`src/rtl/word_serializer.sv`:
```
// Purpose : parallel WIDTH-bit word to bit-serial stream, one bit per out beat (optional even-parity tail beat).
// Latency : word accepted at edge N -> first bit valid right after edge N; back-to-back words have no idle gap.
// Backpr. : out_ready=0 freezes shift reg, count and all serial outputs; in_ready only rises on IDLE or final beat.
//
// Ports:
//   clk, rst_n            clock (rising edge) and asynchronous active-low reset
//   in_valid/in_ready     parallel word handshake; in_data sampled when both are high
//   in_data[WIDTH-1:0]    parallel word
//   out_valid/out_ready   serial beat handshake
//   out_bit               current serial bit
//   out_first/out_last    first / final beat of a word (final = parity beat when parity is built in)
//   busy                  a word is loaded and not yet fully shifted out
//
// Build option: define SERIALIZER_PARITY_EN to append one even-parity beat (XOR of the word)
// after the WIDTH data bits. Without it no parity logic exists.

module word_serializer #(
    parameter int WIDTH     = 8,
    parameter bit MSB_FIRST = 1'b1
) (
    input  logic             clk,
    input  logic             rst_n,
    input  logic             in_valid,
    output logic             in_ready,
    input  logic [WIDTH-1:0] in_data,
    output logic             out_valid,
    input  logic             out_ready,
    output logic             out_bit,
    output logic             out_first,
    output logic             out_last,
    output logic             busy
);

`ifdef SERIALIZER_PARITY_EN
    localparam int PAR_BEATS = 1;
`else
    localparam int PAR_BEATS = 0;
`endif
    localparam int BEATS = WIDTH + PAR_BEATS;
    localparam int CW    = $clog2(WIDTH + 2);

    typedef enum logic {
        S_IDLE  = 1'b0,
        S_SHIFT = 1'b1
    } state_t;

    state_t           r_state;
    logic [WIDTH-1:0] r_sreg;
    logic [CW-1:0]    r_count;
    logic             r_first;
    logic             r_valid;
    logic             r_init;   // keeps in_ready low until the first clock after reset release

    logic             w_beat;
    logic             w_last;
    logic             w_fin;
    logic             w_load;
    logic             w_fill;
    logic [WIDTH-1:0] w_shifted;

    assign w_beat = r_valid & out_ready;
    assign w_last = r_valid & (r_count == CW'(1));
    assign w_fin  = w_beat & w_last;

    // Accept when idle, or on the final beat so the next word follows with no gap.
    assign in_ready = r_init & ((r_state == S_IDLE) | w_fin);
    assign w_load   = in_valid & in_ready;

`ifdef SERIALIZER_PARITY_EN
    logic r_par;

    always_ff @(posedge clk or negedge rst_n) begin
        if (!rst_n) begin
            r_par <= 1'b0;
        end else if (w_load) begin
            r_par <= ^in_data;
        end
    end

    // The parity bit is shifted in behind the data; the first fill bit reaches the
    // output position exactly after WIDTH shifts, i.e. on the extra beat.
    assign w_fill = r_par;
`else
    assign w_fill = 1'b0;
`endif

    always_comb begin
        w_shifted = '0;
        if (MSB_FIRST) begin
            w_shifted = (r_sreg << 1) | WIDTH'(w_fill);
        end else begin
            w_shifted = (r_sreg >> 1) | (WIDTH'(w_fill) << (WIDTH - 1));
        end
    end

    always_ff @(posedge clk or negedge rst_n) begin
        if (!rst_n) begin
            r_state <= S_IDLE;
            r_sreg  <= '0;
            r_count <= '0;
            r_first <= 1'b0;
            r_valid <= 1'b0;
            r_init  <= 1'b0;
        end else begin
            r_init <= 1'b1;
            if (w_load) begin
                // Covers both IDLE->SHIFT and reload on the final beat.
                r_state <= S_SHIFT;
                r_sreg  <= in_data;
                r_count <= CW'(BEATS);
                r_first <= 1'b1;
                r_valid <= 1'b1;
            end else if (w_beat) begin
                if (w_last) begin
                    r_state <= S_IDLE;
                    r_sreg  <= '0;
                    r_count <= '0;
                    r_first <= 1'b0;
                    r_valid <= 1'b0;
                end else begin
                    r_sreg  <= w_shifted;
                    r_count <= r_count - CW'(1);
                    r_first <= 1'b0;
                end
            end
        end
    end

    assign out_valid = r_valid;
    assign out_bit   = MSB_FIRST ? r_sreg[WIDTH-1] : r_sreg[0];
    assign out_first = r_first;
    assign out_last  = w_last;
    assign busy      = (r_state == S_SHIFT);

endmodule

```
`config.mk`:
```
export PLATFORM = sky130hd
export DESIGN_NAME = word_serializer
export DESIGN_NICKNAME = d
export VERILOG_FILES = /design/src/rtl/word_serializer.sv
export SDC_FILE = /design/constraint.sdc
export NUM_CORES = 1
export LEC_CHECK = 0
export CELL_PAD_IN_SITES_DETAIL_PLACEMENT = 2
export CELL_PAD_IN_SITES_GLOBAL_PLACEMENT = 2
export CORE_MARGIN = 5
export CORE_UTILIZATION = 30
export DETAILED_ROUTE_END_ITERATION = 8
export MAX_ROUTING_LAYER = met4
export PLACE_DENSITY = 0.82
export SYNTH_ARGS = -nofsm -noshare
export SYNTH_HDL_FRONTEND = slang
export SYNTH_SLANG_ARGS = --single-unit
```
`constraint.sdc`:
```
create_clock -name clk -period 2.26 [get_ports clk]
set_input_delay 0.339 -clock clk [delete_from_list [all_inputs] [get_ports clk]]
set_output_delay 0.339 -clock clk [all_outputs]
set_load 0.03 [all_outputs]
```
==> results_dict.tcl <==
set metrics [dict create \
    leakagePower_nw 0.461 \
    cts_resized 0 \
    drt_wl_total_um 1870 \
    cp_slowest_cell "or3b_4" \
    ir_worst_vdd_mv 0.367 \
    place.gp.congestion 0.744 \
    cts-root-buf "clkbuf_4" \
    r2r-end "r_sreg[7]$_DFFE_PN0P_" \
    ys_ff_latch 15 \
    start_kind "flop" \
    final_cell_area_um2 952 \
    grt_use_total 0.121 \
    crit_type "flop to output pin" \
    layout_min_cycle_time_ps 2110 \
    synth_cell_types 26 \
    yosysSeqAreaShare 0.501 \
    async_reset_ff_frac 1.00 \
    syn-mean-instance-area_um2 11.7 \
    reg2reg_slack_ps 480 \
    path_cells "inv_1 > ha_1 > or3b_4 > nor2_1 > buf_4" \
    drc 0 \
    detail-route-antenna-nets 0 \
    grt_max_degree 16 \
    synth_edf_count 0 \
    dieArea_um2 3600 \
    seqPwrFrac 0.443 \
    start_util 0.308 \
    maxCapViolations 0 \
    cp.required_ps 1920 \
    dr.first_iter.drc_count 11 \
    gr-total-overflow 0 \
    min_path_type "input port to async pin" \
    dr.pass1.iters 3 \
    p_int_mw 0.635 \
    endpoint_kind "output pin" \
    grt_pass1_vias 627 \
    fill_cells 270 \
    fin_tns_setup_ps 0 \
    syn_inst 64 \
    fin_cells 112 \
    ctsHoldBuffers 0 \
    slowest_delay_ps 470 \
    htreeDepth 1 \
    hpwlAfterDp_um 1390 \
    hold_viol_final 0 \
    max_freq_mhz 475 \
    core.rowCount 18 \
    p_sw_frac 0.376 \
    p_switching_mw 0.382 \
    dpl_cell_area_um2 922 \
    worst_pin_slew_ps 678 \
    cts_buffers 3 \
    path_buf_inv 2 \
    place_inst 108 \
    cts_tree "done" \
    synth-main-ff-cell "dfrtp_1" \
    crit_fanout 10 \
    clock_skew_ps 3.38 \
    drive_gt1_frac 0.134 \
    rsz0062_at_grt "false" \
    grt_antenna_before_repair 0 \
    status "completed" \
    core_um2 2430 \
    setup_ws_ps 155 \
    post_cts_buffers 0 \
    dp_worst_setup_slack_ps 374 \
    slew_headroom 0.547 \
    portBuffers 17 \
    ctsLongestPathBuffers 2 \
    die-width_um 60.0 \
    ioPinCount 18 \
    crit_family "simple AND/OR/NAND/NOR gates" \
    dieHeight_um 60.0 \
    r2r_start "r_count[1]$_DFFE_PN0P_" \
    path_clk_slew_ps 90 \
    final_cell_mix "15 x clkdlybuf4s50_1, 15 x dfrtp_1, 7 x and3_1, 7 x a221o_1" \
    yosys-top-cells-area "dfrtp_1 50%, a221o_1 9.3%, and3_1 5.8%, ha_1 3.3%, buf_6 3.0%" \
    power_density_nw_per_um2 1070 \
    power.clock.fraction 0.153 \
    antennaDiodeCount 0 \
    setup_viol 0 \
    grt_pass1_wl_um 3110 \
    area_delta_synth_final_pct 27.0 \
    reg2reg_depth 5 \
    synth_warnings 0 \
    routedWlPerCell_um 16.7 \
    synth_largest_area_cell "dfrtp_1" \
    drv_slew 0 \
    insertion_delay_ps 280 \
    syn-cell-area_um2 749 \
    viasPerCell 5.29 \
    worst-endpoint-arrival_ps 1770 \
    period_share 0.931 \
    syn-num-nets 78 \
    fin_nets 97 \
    synth_top_area_frac 0.501 \
    via_count 592 \
    cts.sinks 15 \
    p_comb_frac 0.404 \
]
## sequential cells by signal, summed over array words and instances (netlist names)
signal and count:
r_count 4, r_sreg 8, r_init 1, out_valid 1
out_first 1
## logic make-up (layout without fill, tap and decap cells)
family          count (synthesis)  count (layout)  synth area share
simple gates                   20              20             0.167
xor+xnor                        1               1            0.0117
other cells                     1               1           0.00500
buf+inv                         7              25            0.0601
compound gates                 18              18             0.222
flops                          15              15             0.501
fa+ha+maj                       2               2            0.0334
## Yosys cell counts, types with 2 or more instances
cell type  instances
inv_1              4
ha_1               2
and3_1             7
nor2_1             3
nand2_1            4
a211oi_1           2
a221o_1            7
buf_6              2
a22o_1             2
dfrtp_1           15
## metal layers
metal,vias to the layer above,track usage,routed length (um)
met5,-,-,0
met4,0,0.0285,11
met3,2,0.0324,108
met2,13,0.188,879
met1,298,0.156,872
li1,279,-,-
## power by group through the flow
| stage | combinational [mW] | clock (mW) | sequential (mW) |
|---|---|---|---|
| 5_1_grt | 0.450 | 0.175 | 0.467 |
| 4_1_cts | 0.413 | 0.164 | 0.451 |
| 6_report | 0.410 | 0.156 | 0.451 |
| 3_5_place_dp | 0.409 | 0 | 0.455 |
| 3_3_place_gp | 0.386 | 0 | 0.453 |
| 2_1_floorplan | 0.272 | 0 | 0.457 |
## worst max-delay path by stage
stage / cells after the start / start / slack (ps) / endpoint
6_report: 5 / r_count[1]$_DFFE_PN0P_ / 150 / out_last
3_3_place_gp: 5 / r_count[1]$_DFFE_PN0P_ / 430 / out_last
4_1_cts: 5 / r_count[1]$_DFFE_PN0P_ / 50 / out_last
2_1_floorplan: 5 / r_count[1]$_DFFE_PN0P_ / 370 / out_last
3_5_place_dp: 5 / r_count[1]$_DFFE_PN0P_ / 370 / out_last
5_1_grt: 5 / r_count[1]$_DFFE_PN0P_ / 90 / out_last
## through the flow
step | power, mW | hold slack (ps) | utilization
6_report | 1.02 | 462 | 0.391
5_1_grt | 1.09 | 496 | 0.391
4_1_cts | 1.03 | 490 | 0.390
3_5_place_dp | 0.864 | 471 | 0.379
3_3_place_gp | 0.839 | 464 | 0.379
2_1_floorplan | 0.729 | 43.4 | -
## final cells by class
class | count | area (um^2) | share of cell area
multi-input cells | 42 | 332 | 0.348
flip-flops and latches | 15 | 375 | 0.394
well taps | 30 | 37.5 | 0.0394
clock buffers | 3 | 22.5 | 0.0237
clock inverters | 1 | 5.00 | 0.00526
repair buffers | 17 | 165 | 0.173
inverters | 4 | 15.0 | 0.0158
Note: power is estimated with default switching activity, not from simulation.
